==> src/rtl/alu_pkg.sv <==
// alu_pkg: op codes, FSM states and op-class helpers shared by the
// execute-stage ALU (alu_muldiv) and its iterative mul/div unit.
package alu_pkg;

  typedef enum logic [4:0] {
    OP_ADD   = 5'd0,
    OP_ADDU  = 5'd1,
    OP_SUB   = 5'd2,
    OP_SUBU  = 5'd3,
    OP_AND   = 5'd4,
    OP_OR    = 5'd5,
    OP_NOR   = 5'd6,
    OP_XOR   = 5'd7,
    OP_SLL   = 5'd8,
    OP_SRL   = 5'd9,
    OP_SRA   = 5'd10,
    OP_SLT   = 5'd11,
    OP_SLTU  = 5'd12,
    OP_LUI   = 5'd13,
    OP_MFHI  = 5'd14,
    OP_MFLO  = 5'd15,
    OP_MTHI  = 5'd16,
    OP_MTLO  = 5'd17,
    OP_MULT  = 5'd18,
    OP_MULTU = 5'd19,
    OP_DIV   = 5'd20,
    OP_DIVU  = 5'd21
  } op_t;

  typedef enum logic [1:0] {
    IDLE = 2'd0,
    BUSY = 2'd1,
    DONE = 2'd2
  } state_t;

  function automatic logic is_multicycle(input logic [4:0] op);
    return (op == OP_MULT) || (op == OP_MULTU) || (op == OP_DIV) || (op == OP_DIVU);
  endfunction

  function automatic logic is_signed(input logic [4:0] op);
    return (op == OP_MULT) || (op == OP_DIV);
  endfunction

  function automatic logic is_div(input logic [4:0] op);
    return (op == OP_DIV) || (op == OP_DIVU);
  endfunction

endpackage

==> src/rtl/alu_muldiv_iter.sv <==
// muldiv_iter: one-bit-per-cycle multiply (shift-add) / divide (restoring)
// on operand magnitudes, with sign fix-up applied to the final step.
//   start        : load operands (a, b) and mode; runs WIDTH iterations
//   is_div/is_sgn: mode latched at start
//   done         : high in the cycle whose iteration is the last one;
//                  hi_out/lo_out/dbz are the final values in that cycle
module muldiv_iter #(
  parameter int WIDTH = 32
) (
  input  logic             clk,
  input  logic             reset,
  input  logic             start,
  input  logic             is_div,
  input  logic             is_sgn,
  input  logic [WIDTH-1:0] a,
  input  logic [WIDTH-1:0] b,
  output logic             done,
  output logic             dbz,
  output logic [WIDTH-1:0] hi_out,
  output logic [WIDTH-1:0] lo_out
);
  import alu_pkg::*;

  localparam int CW = $clog2(WIDTH);

  logic             busy_q, busy_d;
  logic [CW-1:0]    cnt_q, cnt_d;
  logic             div_q, div_d;
  logic             negp_q, negp_d;   // negate product / quotient
  logic             negr_q, negr_d;   // negate remainder (dividend sign)
  logic [WIDTH-1:0] a_q, a_d;         // raw dividend, returned on /0
  logic [WIDTH-1:0] b_q, b_d;         // multiplicand / divisor magnitude
  logic [2*WIDTH-1:0] p_q, p_d;       // {acc/remainder, multiplier/quotient}

  logic [WIDTH-1:0]   a_mag, b_mag;
  logic [WIDTH:0]     mul_sum, div_sh, div_diff;
  logic [2*WIDTH-1:0] mul_nxt, div_nxt, step, prod;
  logic [WIDTH-1:0]   quo, rem;

  assign a_mag = (is_sgn && a[WIDTH-1]) ? -a : a;
  assign b_mag = (is_sgn && b[WIDTH-1]) ? -b : b;

  // Multiply: add multiplicand into the top half when the LSB is set,
  // then shift the whole product register right by one.
  assign mul_sum = {1'b0, p_q[2*WIDTH-1:WIDTH]} + (p_q[0] ? {1'b0, b_q} : '0);
  assign mul_nxt = {mul_sum, p_q[WIDTH-1:1]};

  // Divide: shift next dividend bit into the remainder, trial-subtract.
  // Remainder stays < divisor, so bit WIDTH of the difference is the sign.
  assign div_sh   = {p_q[2*WIDTH-1:WIDTH], p_q[WIDTH-1]};
  assign div_diff = div_sh - {1'b0, b_q};
  assign div_nxt  = div_diff[WIDTH] ? {div_sh[WIDTH-1:0], p_q[WIDTH-2:0], 1'b0}
                                    : {div_diff[WIDTH-1:0], p_q[WIDTH-2:0], 1'b1};

  assign step = div_q ? div_nxt : mul_nxt;
  assign prod = negp_q ? -step : step;
  assign quo  = negp_q ? -step[WIDTH-1:0] : step[WIDTH-1:0];
  assign rem  = negr_q ? -step[2*WIDTH-1:WIDTH] : step[2*WIDTH-1:WIDTH];

  assign done = busy_q && (cnt_q == '0);
  assign dbz  = div_q && (b_q == '0);

  always_comb begin
    hi_out = prod[2*WIDTH-1:WIDTH];
    lo_out = prod[WIDTH-1:0];
    if (div_q) begin
      hi_out = dbz ? a_q : rem;
      lo_out = dbz ? '1  : quo;
    end
  end

  always_comb begin
    busy_d = busy_q;
    cnt_d  = cnt_q;
    div_d  = div_q;
    negp_d = negp_q;
    negr_d = negr_q;
    a_d    = a_q;
    b_d    = b_q;
    p_d    = p_q;
    if (start) begin
      busy_d = 1'b1;
      cnt_d  = CW'(WIDTH - 1);
      div_d  = is_div;
      negp_d = is_sgn && (a[WIDTH-1] ^ b[WIDTH-1]);
      negr_d = is_sgn && a[WIDTH-1];
      a_d    = a;
      b_d    = b_mag;
      p_d    = {{WIDTH{1'b0}}, a_mag};
    end else if (busy_q) begin
      p_d   = step;
      cnt_d = cnt_q - 1'b1;
      if (cnt_q == '0) busy_d = 1'b0;
    end
  end

  always_ff @(posedge clk) begin
    if (reset) begin
      busy_q <= 1'b0;
      cnt_q  <= '0;
      div_q  <= 1'b0;
      negp_q <= 1'b0;
      negr_q <= 1'b0;
      a_q    <= '0;
      b_q    <= '0;
      p_q    <= '0;
    end else begin
      busy_q <= busy_d;
      cnt_q  <= cnt_d;
      div_q  <= div_d;
      negp_q <= negp_d;
      negr_q <= negr_d;
      a_q    <= a_d;
      b_q    <= b_d;
      p_q    <= p_d;
    end
  end

endmodule

==> src/rtl/alu_muldiv.sv <==
// alu_muldiv: execute-stage ALU with registered result/flags, valid/ready
// issue, architectural HI/LO and an iterative mul/div unit.
//   in_valid/in_ready : issue handshake (ready only in IDLE)
//   op, data1, data2, shamt : operation and operands (rs, rt)
//   out_valid : one-cycle completion pulse; result/zero/overflow/div_by_zero
//               hold their last value otherwise
//   hi, lo    : architectural HI/LO registers
module alu_muldiv #(
  parameter int WIDTH   = 32,
  parameter int SHAMT_W = $clog2(WIDTH)
) (
  input  logic               clk,
  input  logic               reset,
  input  logic               in_valid,
  output logic               in_ready,
  input  logic [4:0]         op,
  input  logic [WIDTH-1:0]   data1,
  input  logic [WIDTH-1:0]   data2,
  input  logic [SHAMT_W-1:0] shamt,
  output logic               out_valid,
  output logic [WIDTH-1:0]   result,
  output logic               zero,
  output logic               overflow,
  output logic               div_by_zero,
  output logic [WIDTH-1:0]   hi,
  output logic [WIDTH-1:0]   lo
);
  import alu_pkg::*;

  localparam int HW = WIDTH / 2;

  state_t           state_q, state_d;
  logic [WIDTH-1:0] result_q, result_d;
  logic [WIDTH-1:0] hi_q, hi_d, lo_q, lo_d;
  logic             zero_q, zero_d, ovf_q, ovf_d, dbz_q, dbz_d;
  logic             out_valid_q, out_valid_d;

  logic             accept, md_start, md_done, md_dbz;
  logic [WIDTH-1:0] md_hi, md_lo;
  logic [WIDTH-1:0] alu_res, sum, diff;
  logic             alu_ovf;

  assign in_ready    = (state_q == IDLE);
  assign accept      = in_valid && in_ready;
  assign md_start    = accept && is_multicycle(op);
  assign out_valid   = out_valid_q;
  assign result      = result_q;
  assign zero        = zero_q;
  assign overflow    = ovf_q;
  assign div_by_zero = dbz_q;
  assign hi          = hi_q;
  assign lo          = lo_q;

  muldiv_iter #(.WIDTH(WIDTH)) u_md (
    .clk    (clk),
    .reset  (reset),
    .start  (md_start),
    .is_div (is_div(op)),
    .is_sgn (is_signed(op)),
    .a      (data1),
    .b      (data2),
    .done   (md_done),
    .dbz    (md_dbz),
    .hi_out (md_hi),
    .lo_out (md_lo)
  );

  assign sum  = data1 + data2;
  assign diff = data1 - data2;

  // Single-cycle datapath. Shifts operate on rt (data2).
  always_comb begin
    alu_res = '0;
    alu_ovf = 1'b0;
    case (op)
      OP_ADD: begin
        alu_res = sum;
        alu_ovf = (data1[WIDTH-1] == data2[WIDTH-1]) && (sum[WIDTH-1] != data1[WIDTH-1]);
      end
      OP_ADDU: alu_res = sum;
      OP_SUB: begin
        alu_res = diff;
        alu_ovf = (data1[WIDTH-1] != data2[WIDTH-1]) && (diff[WIDTH-1] != data1[WIDTH-1]);
      end
      OP_SUBU: alu_res = diff;
      OP_AND:  alu_res = data1 & data2;
      OP_OR:   alu_res = data1 | data2;
      OP_NOR:  alu_res = ~(data1 | data2);
      OP_XOR:  alu_res = data1 ^ data2;
      OP_SLL:  alu_res = data2 << shamt;
      OP_SRL:  alu_res = data2 >> shamt;
      OP_SRA:  alu_res = $signed(data2) >>> shamt;
      OP_SLT:  alu_res = {{(WIDTH-1){1'b0}}, ($signed(data1) < $signed(data2))};
      OP_SLTU: alu_res = {{(WIDTH-1){1'b0}}, (data1 < data2)};
      OP_LUI:  alu_res = {data2[HW-1:0], {HW{1'b0}}};
      OP_MFHI: alu_res = hi_q;
      OP_MFLO: alu_res = lo_q;
      OP_MTHI, OP_MTLO: alu_res = data1;
      default: alu_res = '0;
    endcase
  end

  always_comb begin
    state_d     = state_q;
    result_d    = result_q;
    zero_d      = zero_q;
    ovf_d       = ovf_q;
    dbz_d       = dbz_q;
    hi_d        = hi_q;
    lo_d        = lo_q;
    out_valid_d = 1'b0;
    case (state_q)
      IDLE: begin
        if (accept) begin
          if (is_multicycle(op)) begin
            state_d = BUSY;
          end else begin
            out_valid_d = 1'b1;
            result_d    = alu_res;
            zero_d      = (alu_res == '0);
            ovf_d       = alu_ovf;
            dbz_d       = 1'b0;
            if (op == OP_MTHI) hi_d = data1;
            if (op == OP_MTLO) lo_d = data1;
          end
        end
      end
      // Last iteration's value lands on HI/LO at the edge entering DONE,
      // so they read updated for the whole DONE cycle.
      BUSY: begin
        if (md_done) begin
          state_d     = DONE;
          out_valid_d = 1'b1;
          hi_d        = md_hi;
          lo_d        = md_lo;
          result_d    = md_lo;
          zero_d      = (md_lo == '0);
          ovf_d       = 1'b0;
          dbz_d       = md_dbz;
        end
      end
      DONE:    state_d = IDLE;
      default: state_d = IDLE;
    endcase
  end

  always_ff @(posedge clk) begin
    if (reset) begin
      state_q     <= IDLE;
      result_q    <= '0;
      zero_q      <= 1'b0;
      ovf_q       <= 1'b0;
      dbz_q       <= 1'b0;
      hi_q        <= '0;
      lo_q        <= '0;
      out_valid_q <= 1'b0;
    end else begin
      state_q     <= state_d;
      result_q    <= result_d;
      zero_q      <= zero_d;
      ovf_q       <= ovf_d;
      dbz_q       <= dbz_d;
      hi_q        <= hi_d;
      lo_q        <= lo_d;
      out_valid_q <= out_valid_d;
    end
  end

endmodule

==> config.mk <==
export PLATFORM = sky130hd
export DESIGN_NAME = alu_muldiv
export DESIGN_NICKNAME = d
export VERILOG_FILES = /design/src/rtl/alu_pkg.sv /design/src/rtl/alu_muldiv_iter.sv /design/src/rtl/alu_muldiv.sv
export SDC_FILE = /design/constraint.sdc
export NUM_CORES = 2
export LEC_CHECK = 0
export CORE_ASPECT_RATIO = 1.4
export CORE_MARGIN = 4
export CORE_UTILIZATION = 45
export CTS_CLUSTER_DIAMETER = 50
export DETAILED_ROUTE_END_ITERATION = 16
export PLACE_DENSITY = 0.73
export SLEW_MARGIN = 0
export SYNTH_ARGS = -nofsm -noshare
export SYNTH_HDL_FRONTEND = slang
export SYNTH_SLANG_ARGS = --single-unit
==> constraint.sdc <==
create_clock -name clk -period 7.4 [get_ports clk]
set_input_delay 1.11 -clock clk [delete_from_list [all_inputs] [get_ports clk]]
set_output_delay 1.11 -clock clk [all_outputs]
set_load 0.05 [all_outputs]
==> results.md <==
* Ports at 178
* H-tree lvl count at 1
* P per Cell Area at 153 nW/um^2
* CP endpoint kind: flip-flop
* Syn nets at 4169
* Reg clk slew, reported paths at 0.07 ns
* CP Max Fanout at 11
* Gr usage total at 44.1%
* # DRC at 0
* TritonRoute pass-1 iters at 10
* Synthesized flop and latch total at 239
* Commonest cells after routing, fill and taps aside: 494 x nor2_1, 358 x a21oi_1, 354 x nand2_1, 237 x dfxtp_1, 184 x o21ai_0
* Antenna violations before repair at 5
* Asr flop ratio synth at 0%
* Setup violators final at 0
* Syn_area_per_cell at 7.23 um^2
* Inst Count DP at 4761
* Vias at 33700
* Synth area leaders: dfxtp_1 17%, ha_1 7.3%, nor2_1 6.6%
* Resized cells post-CTS at 0
* Fin. max-slew vios at 0
* Min-Delay Path Class: flip-flop to flip-flop
* Post-route setup slack at 0.347 ns
* CTS Buffer Depth at 3
* Fin. Hold Viols at 0
* Die W at 220 um
* Post-synthesis sequential area ratio at 16.9%
* Routability cong. at 1.10
* Tmin final at 7.05 ns
* Number of synthesized flops with an enable pin at 0
* Netlist cell types at 105
* Ys Warns at 0
* TritonCTS clock tree: built
* Status: finished, final reports clean
* Largest net degree at the start of global routing at 158
* Root buf cell: clkbuf_16
* Setup repair after global routing missed its margin: no
* Ys flop type: dfxtp_1
* Clk sinks at 239
* Layout cell share with drive strength beyond 1 at 9.57%
* Peak VDD IR at 0.181 mV
* CP Launch Type: flip-flop
* Cell Count, Final, Fillers Out at 4824
* Fmax at 142 MHz
* Vias in the first global route at 32400
* Max-cap violations at 0
* Layout area overhead at 13.4%
* Required time worst endpoint at 7.93 ns
* Synth top area share at 16.9%
* Fin crit share at 95.3%
* Total detailed-routing wirelength at 154000 um
* Synth area leader: dfxtp_1
* Max Clock Skew at 0.0204 ns
* DRT antenna net count at 0
* Slew margin rel. at 8.37%
* Die area at 67100 um^2
* Num CTS Buffers at 30
* Pre-CTS WS at 0.517 ns
* Final setup TNS at 0 ns
* Slew at the pin closest to its max-slew limit at 1.34 ns
* First DRT Iteration DRCs at 4488
* Most common cell after layout, fill and taps aside: nor2_1
* Mapped cell area at 28300 um^2
* Crit path kind: flip-flop to flip-flop
* Via density at 6.98
* Nets at 4217
* LEAKAGE at 0.0123 uW
* Core area at 62200 um^2
* Avg WL per Cell at 31.9 um
* Flop-to-flop setup slack at 0.35 ns
* Row count at 108
* CTS hold repair buffers at 0
* Total setup buffers inserted after CTS at 0
* Later-pin clock latency in the skew report at 0.60 ns
* Initial Utilization at 45.6%
* I/O Buffers at 177
* Worst Path Arrival at 7.58 ns
* First-pass GRT wire length at 220000 um
* Die H at 305 um
* Syn Inst Count at 3922
* DP Wirelength at 119000 um
* GRT overflow at 0
## worst max-delay path: stages (launching register included)
cell,delay [ns]
dfxtp_1,0.43
inv_1,0.07
ha_1,0.21
inv_1,0.07
fa_1,0.24
a211oi_2,0.13
o21ai_2,0.29
nand3_4,0.14
a211o_2,0.41
a21oi_2,0.74
nor3_2,0.15
a21oi_1,0.47
ha_1,0.32
o221a_2,0.27
and4_1,0.33
nand4_1,0.21
nand2_1,0.17
xnor2_1,0.08
or4_1,0.47
nor4_1,0.27
nand4_1,0.14
or3_1,0.36
nor4_1,0.50
and4_1,0.29
nor3_1,0.05
nor3_1,0.17
## worst paths after layout
| check | start | endpoint | cells past startpoint |
|---|---|---|---|
| setup / recovery | u_md.p_q[31] | zero | 25 |
| hold / removal | u_md.a_q[7] | u_md.a_q[7] | 2 |
| setup reg to reg | u_md.p_q[31] | zero | 25 |
| hold reg to reg | u_md.a_q[7] | u_md.a_q[7] | 2 |
## cell type report
cell class / instances / area [um^2]
Fill cell: 6347 / 30000
Multi-Input combinational cell: 3206 / 21800
Sequential cell: 239 / 4790
Timing Repair Buffer: 324 / 2880
Tap cell: 825 / 1030
Clock buffer: 36 / 825
Inverter: 169 / 634
Clock inverter: 19 / 168
Antenna cell: 6 / 15.0
## layer usage
metal  track usage, %  wire [um]  vias to the layer above
met3             10.4      16400                      769
met4             41.0      19100                        4
met5                0         27                        -
li1                 -          -                    14600
met2             67.9      66500                     2432
met1             49.4      51700                    15900
## per-stage QoR
step                power [uW]  util, %  hold WS, ns  instance area [um^2]
finish                    4910     51.7        0.453                 32100
global placement          3330     50.0        0.439                 31100
global route              5040     51.7        0.476                 32100
floorplan                 2610        -        0.433                 28300
detailed placement        3320     50.0        0.446                 31100
CTS                       4810     51.6        0.456                 32100
## registers in the layout (all words and copies together) (netlist names), 2 cells and up
register,count
u_md.cnt_q,5
state_q,2
hi,32
u_md.p_q,64
u_md.a_q,32
result,32
lo,32
u_md.b_q,32
## cells in the mapped netlist (13+ instances only)
master	instances
a2111oi_0	16
a211oi_1	147
a21o_1	57
a21oi_1	358
a221oi_1	27
a222oi_1	19
a22oi_1	28
a311oi_1	22
a31oi_1	52
and2_1	52
and3_1	27
buf_1	30
buf_2	23
clkbuf_1	249
dfxtp_1	239
ha_1	166
inv_1	167
mux2_2	17
mux2i_1	103
mux4_2	68
nand2_1	355
nand2b_1	25
nand3_1	92
nand4_1	52
nor2_1	496
nor2b_1	21
nor3_1	105
nor4_1	34
o211ai_1	43
o21ai_0	184
o21bai_1	23
o221ai_1	26
o22ai_1	22
o311ai_0	13
o31ai_1	34
o41ai_1	13
or2_2	15
or3_1	42
or4_1	14
xnor2_1	163
xor2_1	46
## cell families (layout without fill, tap and decap cells)
kind of cell	Yosys count	in the layout	share of synthesized area (%)
muxes	190	190	9.81
DFF	239	239	16.9
AOI/OAI and AO/OA	1243	1243	29.6
adders and majority gates	170	170	7.61
buffers and inverters	477	548	6.56
and+or+nand+nor	1394	1394	23.1
xor gates and xnor gates	209	209	6.46
other	0	6	0
## report_power, final
group          internal (uW)  switching (uW)  leakage (uW)
logic                    656            1370       0.00991
clock network            816             683      0.000482
registers               1330            53.1       0.00194
(Power assumes the default switching activity.)
